## src/rtl/uart_pkg.sv

```systemverilog
// Shared constants for the UART receive path: data width, default FIFO depth
// and the occupancy-counter width helper.
package uart_pkg;

    localparam int UART_DATA_W        = 8;
    localparam int FIFO_DEPTH_DEFAULT = 16;

    // Occupancy must represent 0..depth inclusive, hence one bit more than the pointer.
    function automatic int count_width(input int depth);
        return $clog2(depth) + 1;
    endfunction

    localparam int FIFO_COUNT_W = count_width(FIFO_DEPTH_DEFAULT);

endpackage

```

## src/rtl/sync_fifo_mem.sv

```systemverilog
// DEPTH x UART_DATA_W register-array storage with one synchronous write port
// and one asynchronous read port; contents are never reset.
module sync_fifo_mem
    import uart_pkg::*;
#(
    parameter int DEPTH = FIFO_DEPTH_DEFAULT
) (
    input  logic                     clk,
    input  logic                     wr_en,
    input  logic [$clog2(DEPTH)-1:0] wr_addr,
    input  logic [UART_DATA_W-1:0]   wr_data,
    input  logic [$clog2(DEPTH)-1:0] rd_addr,
    output logic [UART_DATA_W-1:0]   rd_data
);

    logic [UART_DATA_W-1:0] mem [DEPTH];

    always_ff @(posedge clk) begin
        if (wr_en) begin
            mem[wr_addr] <= wr_data;
        end
    end

    assign rd_data = mem[rd_addr];

endmodule

```

## src/rtl/uart_rx_fifo.sv

```systemverilog
// Receive buffer behind the UART receiver: one capture per in_done rise, show-ahead
// FIFO with valid/ready read side and sticky overflow. Define UART_RX_FIFO_AFULL_EN for rx_afull.
module uart_rx_fifo
    import uart_pkg::*;
#(
    parameter int DEPTH        = FIFO_DEPTH_DEFAULT,
    parameter int AFULL_THRESH = 12
) (
    input  logic                          clk,
    input  logic                          areset,
    input  logic [UART_DATA_W-1:0]        in_data,
    input  logic                          in_done,
    output logic [UART_DATA_W-1:0]        rd_data,
    output logic                          rd_valid,
    input  logic                          rd_ready,
    output logic [count_width(DEPTH)-1:0] rx_count,
    output logic                          rx_overflow,
    input  logic                          ovf_clr
`ifdef UART_RX_FIFO_AFULL_EN
    ,
    output logic                          rx_afull
`endif
);

    localparam int PW = $clog2(DEPTH);
    localparam int CW = count_width(DEPTH);
    localparam logic [CW-1:0] FULL_LVL = CW'(DEPTH);

    // Reject configurations the pointer arithmetic cannot support.
    if (DEPTH < 2 || (DEPTH & (DEPTH - 1)) != 0) begin : g_bad_depth
        $error("uart_rx_fifo: DEPTH must be a power of 2 and at least 2");
    end
    if (AFULL_THRESH < 1 || AFULL_THRESH > DEPTH) begin : g_bad_thresh
        $error("uart_rx_fifo: AFULL_THRESH must be in 1..DEPTH");
    end

    logic          done_q;
    logic [PW-1:0] wr_ptr;
    logic [PW-1:0] rd_ptr;
    logic [CW-1:0] count;
    logic [CW-1:0] count_next;
    logic          push_req;
    logic          full;
    logic          pop;
    logic          do_push;
    logic          drop;

    assign push_req = in_done & ~done_q;
    assign full     = (count == FULL_LVL);
    assign rd_valid = (count != '0);
    assign pop      = rd_valid & rd_ready;
    assign do_push  = push_req & (~full | pop);
    assign drop     = push_req & full & ~pop;
    assign rx_count = count;

    sync_fifo_mem #(
        .DEPTH (DEPTH)
    ) u_mem (
        .clk     (clk),
        .wr_en   (do_push),
        .wr_addr (wr_ptr),
        .wr_data (in_data),
        .rd_addr (rd_ptr),
        .rd_data (rd_data)
    );

    always_comb begin
        count_next = count;
        case ({do_push, pop})
            2'b10:   count_next = count + CW'(1);
            2'b01:   count_next = count - CW'(1);
            default: count_next = count;
        endcase
    end

    // done_q resets high so a frame already in its stop bit at release is not captured.
    always_ff @(posedge clk) begin
        if (areset) begin
            done_q      <= 1'b1;
            wr_ptr      <= '0;
            rd_ptr      <= '0;
            count       <= '0;
            rx_overflow <= 1'b0;
        end else begin
            done_q <= in_done;
            count  <= count_next;
            if (do_push) begin
                wr_ptr <= wr_ptr + PW'(1);
            end
            if (pop) begin
                rd_ptr <= rd_ptr + PW'(1);
            end
            if (drop) begin
                rx_overflow <= 1'b1;
            end else if (ovf_clr) begin
                rx_overflow <= 1'b0;
            end
        end
    end

`ifdef UART_RX_FIFO_AFULL_EN
    always_ff @(posedge clk) begin
        if (areset) begin
            rx_afull <= 1'b0;
        end else begin
            rx_afull <= (count_next >= CW'(AFULL_THRESH));
        end
    end
`endif

endmodule

```

## config.mk

```make
export PLATFORM = sky130hd
export DESIGN_NAME = uart_rx_fifo
export DESIGN_NICKNAME = d
export VERILOG_FILES = /design/src/rtl/uart_pkg.sv /design/src/rtl/sync_fifo_mem.sv /design/src/rtl/uart_rx_fifo.sv
export SDC_FILE = /design/constraint.sdc
export NUM_CORES = 1
export LEC_CHECK = 0
export ABC_AREA = 1
export BUFFER_PORTS_ARGS = -buffer_cell sky130_fd_sc_hd__buf_4
export CORE_MARGIN = 5
export CORE_UTILIZATION = 26
export DETAILED_ROUTE_END_ITERATION = 8
export SETUP_SLACK_MARGIN = 0.5
export SYNTH_ARGS = -nofsm -noshare
export SYNTH_HDL_FRONTEND = slang
export SYNTH_HIERARCHICAL = 1
export SYNTH_SLANG_ARGS = --single-unit
```

## constraint.sdc

```tcl
create_clock -name clk -period 2.8 [get_ports clk]
set_input_delay 0.42 -clock clk [delete_from_list [all_inputs] [get_ports clk]]
set_output_delay 0.42 -clock clk [all_outputs]
set_load 0.01 [all_outputs]
```

; ---- Yosys cells after proc, flatten, opt, wreduce, memory -nomap -nowiden
; Memory sizes are Yosys's and may differ from the RTL's. A register that Yosys moved wholly into a read port is not among the register bits.
; Cells that the tools add are included.
[word_totals]
ff_bits = 15
ramBits = 128
in_bits = 13
output_inout_bits = 15
elab_cells = 32
mem_count = 1
[op_classes]
addsub = 4
n_eq_ne = 3
n_mux = 7
bitwise = 9
reduce_logical = 3
[mem_list]
columns = memory, depth, word_bits, rd, rd_clocked_by_memory_dff, write_ports, line_no
row1 = u_mem.mem, 16, 8, 1, 1, 1, sync_fifo_mem.sv:16  ; logic [UART_DATA_W-1:0] mem [DEPTH];
[ops]
columns = op, n
row1 = 5-bit one-hot mux with 2 select lines, 1
row2 = "4-bit by 1-bit adder with 4-bit output, second input constant", 2
row3 = 4-bit two-way mux, 2
row4 = "5-bit by 1-bit adder with 5-bit output, second input constant", 1
row5 = 1-bit bitwise AND, 5
row6 = "5-bit equality test, second input constant", 1
row7 = 5-bit nonzero test, 1
row8 = "5-bit by 1-bit subtractor with 5-bit output, second input constant", 1
row9 = 1-bit two-way mux, 4
row10 = 2-bit nonzero test, 2
row11 = 1-bit inverter, 3
row12 = "2-bit by 1-bit equality test with 1-bit output, second input constant", 1
row13 = "2-bit equality test, second input constant", 1
row14 = 1-bit bitwise OR, 1

; ---- Longest topological paths before layout
[depth]
ltp_word = 6
depth_mapped = 15

; ---- Cells and area by module
; Netlist, hierarchy kept.
[by_module_without_submodules]
columns = mod, n_inst, cells_per_inst, area_each_um2, seq_area_each_um2
row1 = sync_fifo_mem, 1, 543, 5606.6, 3843.7
row2 = uart_rx_fifo, 1, 120, 924.6, 300.3

; ---- Least setup slack after synthesis
; No wires, ideal clock.
[synth_timing]
path_kind = register to register
from = register count[0] (netlist: rx_count[0])
to = register count[4] (netlist: rx_count[4])
setup_ps = 115
arrival_time_ps = 1686
required_time_ps = 2685
path_slack_ps = 999
path_stages_with_launch = 11
path_buffers = 0
cell_sequence = dfxtp_1 nor2_4 nand3_4 nand3_4 inv_1 ha_1 or2_2 nand3_2 nand3_1 nand2_1 nor2_1
[synth_via]
elab_chain_cells = 6
word_cells_on_any_way = 12
[synth_rtl]
columns = item, line_no
row1 = start: declaration, uart_rx_fifo.sv:40  ; logic [CW-1:0] count;
row2 = start signal: assignment, uart_rx_fifo.sv:86  ; count <= count_next;
row3 = 5-bit nonzero test (*), uart_rx_fifo.sv:50  ; assign rd_valid = (count != '0);
row4 = via rd_valid, uart_rx_fifo.sv:14  ; output logic rd_valid,
row5 = 1-bit bitwise AND (*), uart_rx_fifo.sv:51  ; assign pop = rd_valid & rd_ready;
row6 = 1-bit bitwise OR, uart_rx_fifo.sv:52  ; assign do_push = push_req & (~full | pop);
row7 = 1-bit bitwise AND, uart_rx_fifo.sv:52
row8 = 2-bit by 1-bit equality test with 1-bit output or 2-bit equality test (tied branches), uart_rx_fifo.sv:69  ; case ({do_push, pop})
row9 = 5-bit one-hot mux with 2 select lines or 2-bit nonzero test (tied branches), --
; Mark *: on every way through the listed nets, which the timed path passes. The rest lies on a longest branch.
; A chain may end at the register's enable or synchronous reset.

==> impl_results.md <==
- Clock Sinks: 143
- Post-route design area: 0.007866 sq mm
- Final setup violation count: 0
- Largest net degree at the start of global routing: 68
- Antenna violations before repair: 0
- Starting Density: 0.2616
- DIE AREA: 0.02839 sq mm
- Netlist Area Pre-Place: 0.006531 sq mm
- Global route total overflow: 0
- Clock Root Buffer: clkbuf_16
- Pwr per Cell Area: 813.3 mW/mm^2
- Simple-Gate Fraction of Synth Area: 0.2416
- Syn_nets: 680
- Synthesized flop and latch total: 143
- Post-layout util: 0.3151
- Unrepaired setup endpoints after global routing: no
- Proportion of layout cells with a drive suffix above 1: 0.1504
- Portion of netlist area occupied by mux cells: 0
- Via density: 4.257
- Reg2reg start: rx_count[0]
- Final Cycle Share: 0.7821
- Synth Area in Adders: 0.007663
- DRC violations left: 0
- EDFF count, synth: 128
- Port bufs: 27
- Vias in the first global route: 4132
- Core area: 0.02496 sq mm
- Minimum clock period: 2.190 ns
- Critical Path RT: 2.38 ns
- First-pass GRT wire length: 23490 um
- Total track usage: 0.1084
- Total Power: 6.397 mW
- Static leakage: 3.314 nW
- Cts bufs inserted: 17
- Fin. max-slew vios: 0
- Synth Flop Type: edfxtp_1
- Xor/xnor cell area share of the yosys netlist: 0.001341
- ANT nets after route: 0
- DR iter-0 viols: 339
- Worst hold path depth: 2
- Synth top area cells: edfxtp_1, nand2_1, nand3_1
- Place WS: 0.6350 ns
- # placed instances: 1010
- Placed Area: 0.007099 sq mm
- Reg-to-reg setup timing slack: 0.71 ns
- WHS: 0.1883 ns
- Final WL: 15380 um
- Hold Crit Start: areset
- Syn avg cell area: 9.851 sq um
- Register area share after synthesis: 0.6345
- Arrival time of the worst setup path: 1.77 ns
- Synth area leader: edfxtp_1
- # Max-Cap Violations: 0
- First-pass iteration count of the detailed router: 5
- Main combinational cell family by area after synthesis: simple AND/OR/NAND/NOR gates
- Placer Congestion: 0.8339
- Nets: 722
- Type of the worst setup path: reg2out
- Die Height: 168.5 um
- CTS tree: yes
- Outcome: finished, final reports clean
- Peak VDD IR: 470.6 uV
- Chip width: 168.5 um
- Clock slew at reported path FFs: 0.06 ns
- Worst setup EP type: output port
- Vias: 4461
- Finished Layout Cells: 1048
- CTS H-Tree Depth: 4
- RR Endpoint: u_mem/mem[11][3]
- FF-to-FF path depth: 6
- Clk buf depth: 2
- Clk Latency, worst-skew pair: 0.42 ns
- Post-DP HPWL: 8978 um
- WL/cell: 14.67 um
- Final worst setup slack: 0.6102 ns
- Post-synthesis async set-or-reset flop share: 0
- CP startpoint: rd_ptr[0]
- Fmax: 456.7 MHz
- Worst-path maximum fanout: 11
- Row count: 58
- Post-synth cell types: 33
- Final hold vios: 0
- Post-Synthesis Cells: 663
- HP Class: in2reg
- Inserted Diodes: 0
- Compound-Gate Fraction of Synth Area: 0.01667
- Clk_skew: 0.007628 ns
- Area grow syn2layout: 20.44%
- Hold EP: rx_overflow
- IO Count: 28
- Share of the synthesized area in the top cell type: 0.5885
- CP Launch Type: flop
- Setup TNS: 0 ns
- Synth warn: 6
- Slew HR: 0.5065
- Worst-Margin Slew: 0.7375 ns
==> state kept, by name (all words and copies together) (netlist names) <==
signal / count
rx_count: 5
done_q: 1
rd_ptr: 4
wr_ptr: 4
rx_overflow: 1
u_mem/mem: 128
==> how the worst max path moves through the flow <==
| stage | to | slack [ns] |
|---|---|---|
| after floorplan | rx_count[4] | 1.0 |
| after global placement | u_mem/mem[10][2] | 0.65 |
| after detailed placement | u_mem/mem[10][2] | 0.63 |
| after CTS | rd_data[4] | 0.49 |
| after global routing | rd_data[2] | 0.51 |
| final | rd_data[7] | 0.61 |
==> synthesized netlist by cell type (3+ instances only) <==
cell        n
buf_2      13
nor2_1     29
nand2_1   190
o21ai_0     6
inv_1     118
nor2_4      3
edfxtp_1  128
nand3_1   105
inv_2       5
nand2_4     3
buf_6       6
buf_4       4
dfxtp_1    15
ha_1        4
a21oi_1     7
nand2_2     4
==> kinds of logic after synthesis <==
kind of cell | after synthesis
compound gates | 18
buf+inv | 149
simple gates | 348
xor+xnor | 1
flops | 143
fa+ha+maj | 4
==> routing by layer <==
metal | wire, um | part of all wire | global-route usage | up-vias
met5 | 0 | 0 | 0 | -
met4 | 262 | 0.017 | 0.04340 | 0
met3 | 882 | 0.057 | 0.02732 | 19
met2 | 7301 | 0.47 | 0.1658 | 131
met1 | 6931 | 0.45 | 0.1479 | 2083
li1 | - | - | - | 2228
==> worst max-delay path, cell delays in order, from the launching register on <==
cell      delay (ns)
dfxtp_4         0.44
clkinv_8        0.10
buf_6           0.16
nand2_1         0.07
nand3_1         0.11
nand3_1         0.10
nand3_1         0.14
nand2_1         0.10
buf_4           0.12
==> placed cells by master, fill, tap and decap left out, types with 3 or more instances in the layout <==
cell type,count
a21oi_1,7
buf_16,3
buf_4,40
bufinv_16,3
clkbuf_1,4
clkbuf_16,18
clkinvlp_4,4
dfxtp_1,14
edfxtp_1,128
ha_1,4
inv_1,117
inv_2,3
nand2_1,190
nand2_2,4
nand2_4,3
nand3_1,105
nor2_1,28
nor2_2,3
nor2_4,3
o21ai_0,6
==> power breakdown <==
part	switching [mW]	internal [mW]	total, mW
combinational	1.03	0.624	1.66
sequential	0.0748	2.37	2.45
clock	0.845	1.45	2.29
total	1.95	4.45	6.40
==> timing repair <==
item	CTS	global route
gates cloned	1	2
pin swaps	0	1
setup endpoints to repair	8	16
gates resized for setup	10	9
hold buffers	0	0
setup buffers	0	3
==> layout make-up <==
class / instances / area [sq um]
repair buffers: 47 / 459.2
well taps: 330 / 412.9
repair inverters: 1 / 8.758
clock buffers: 23 / 467.9
flip-flops and latches: 143 / 4148
clock inverters: 9 / 135.1
inverters: 124 / 486.7
multi-input cells: 371 / 1748
fillers: 2556 / 17100
Power figures use the tool's default switching activity.
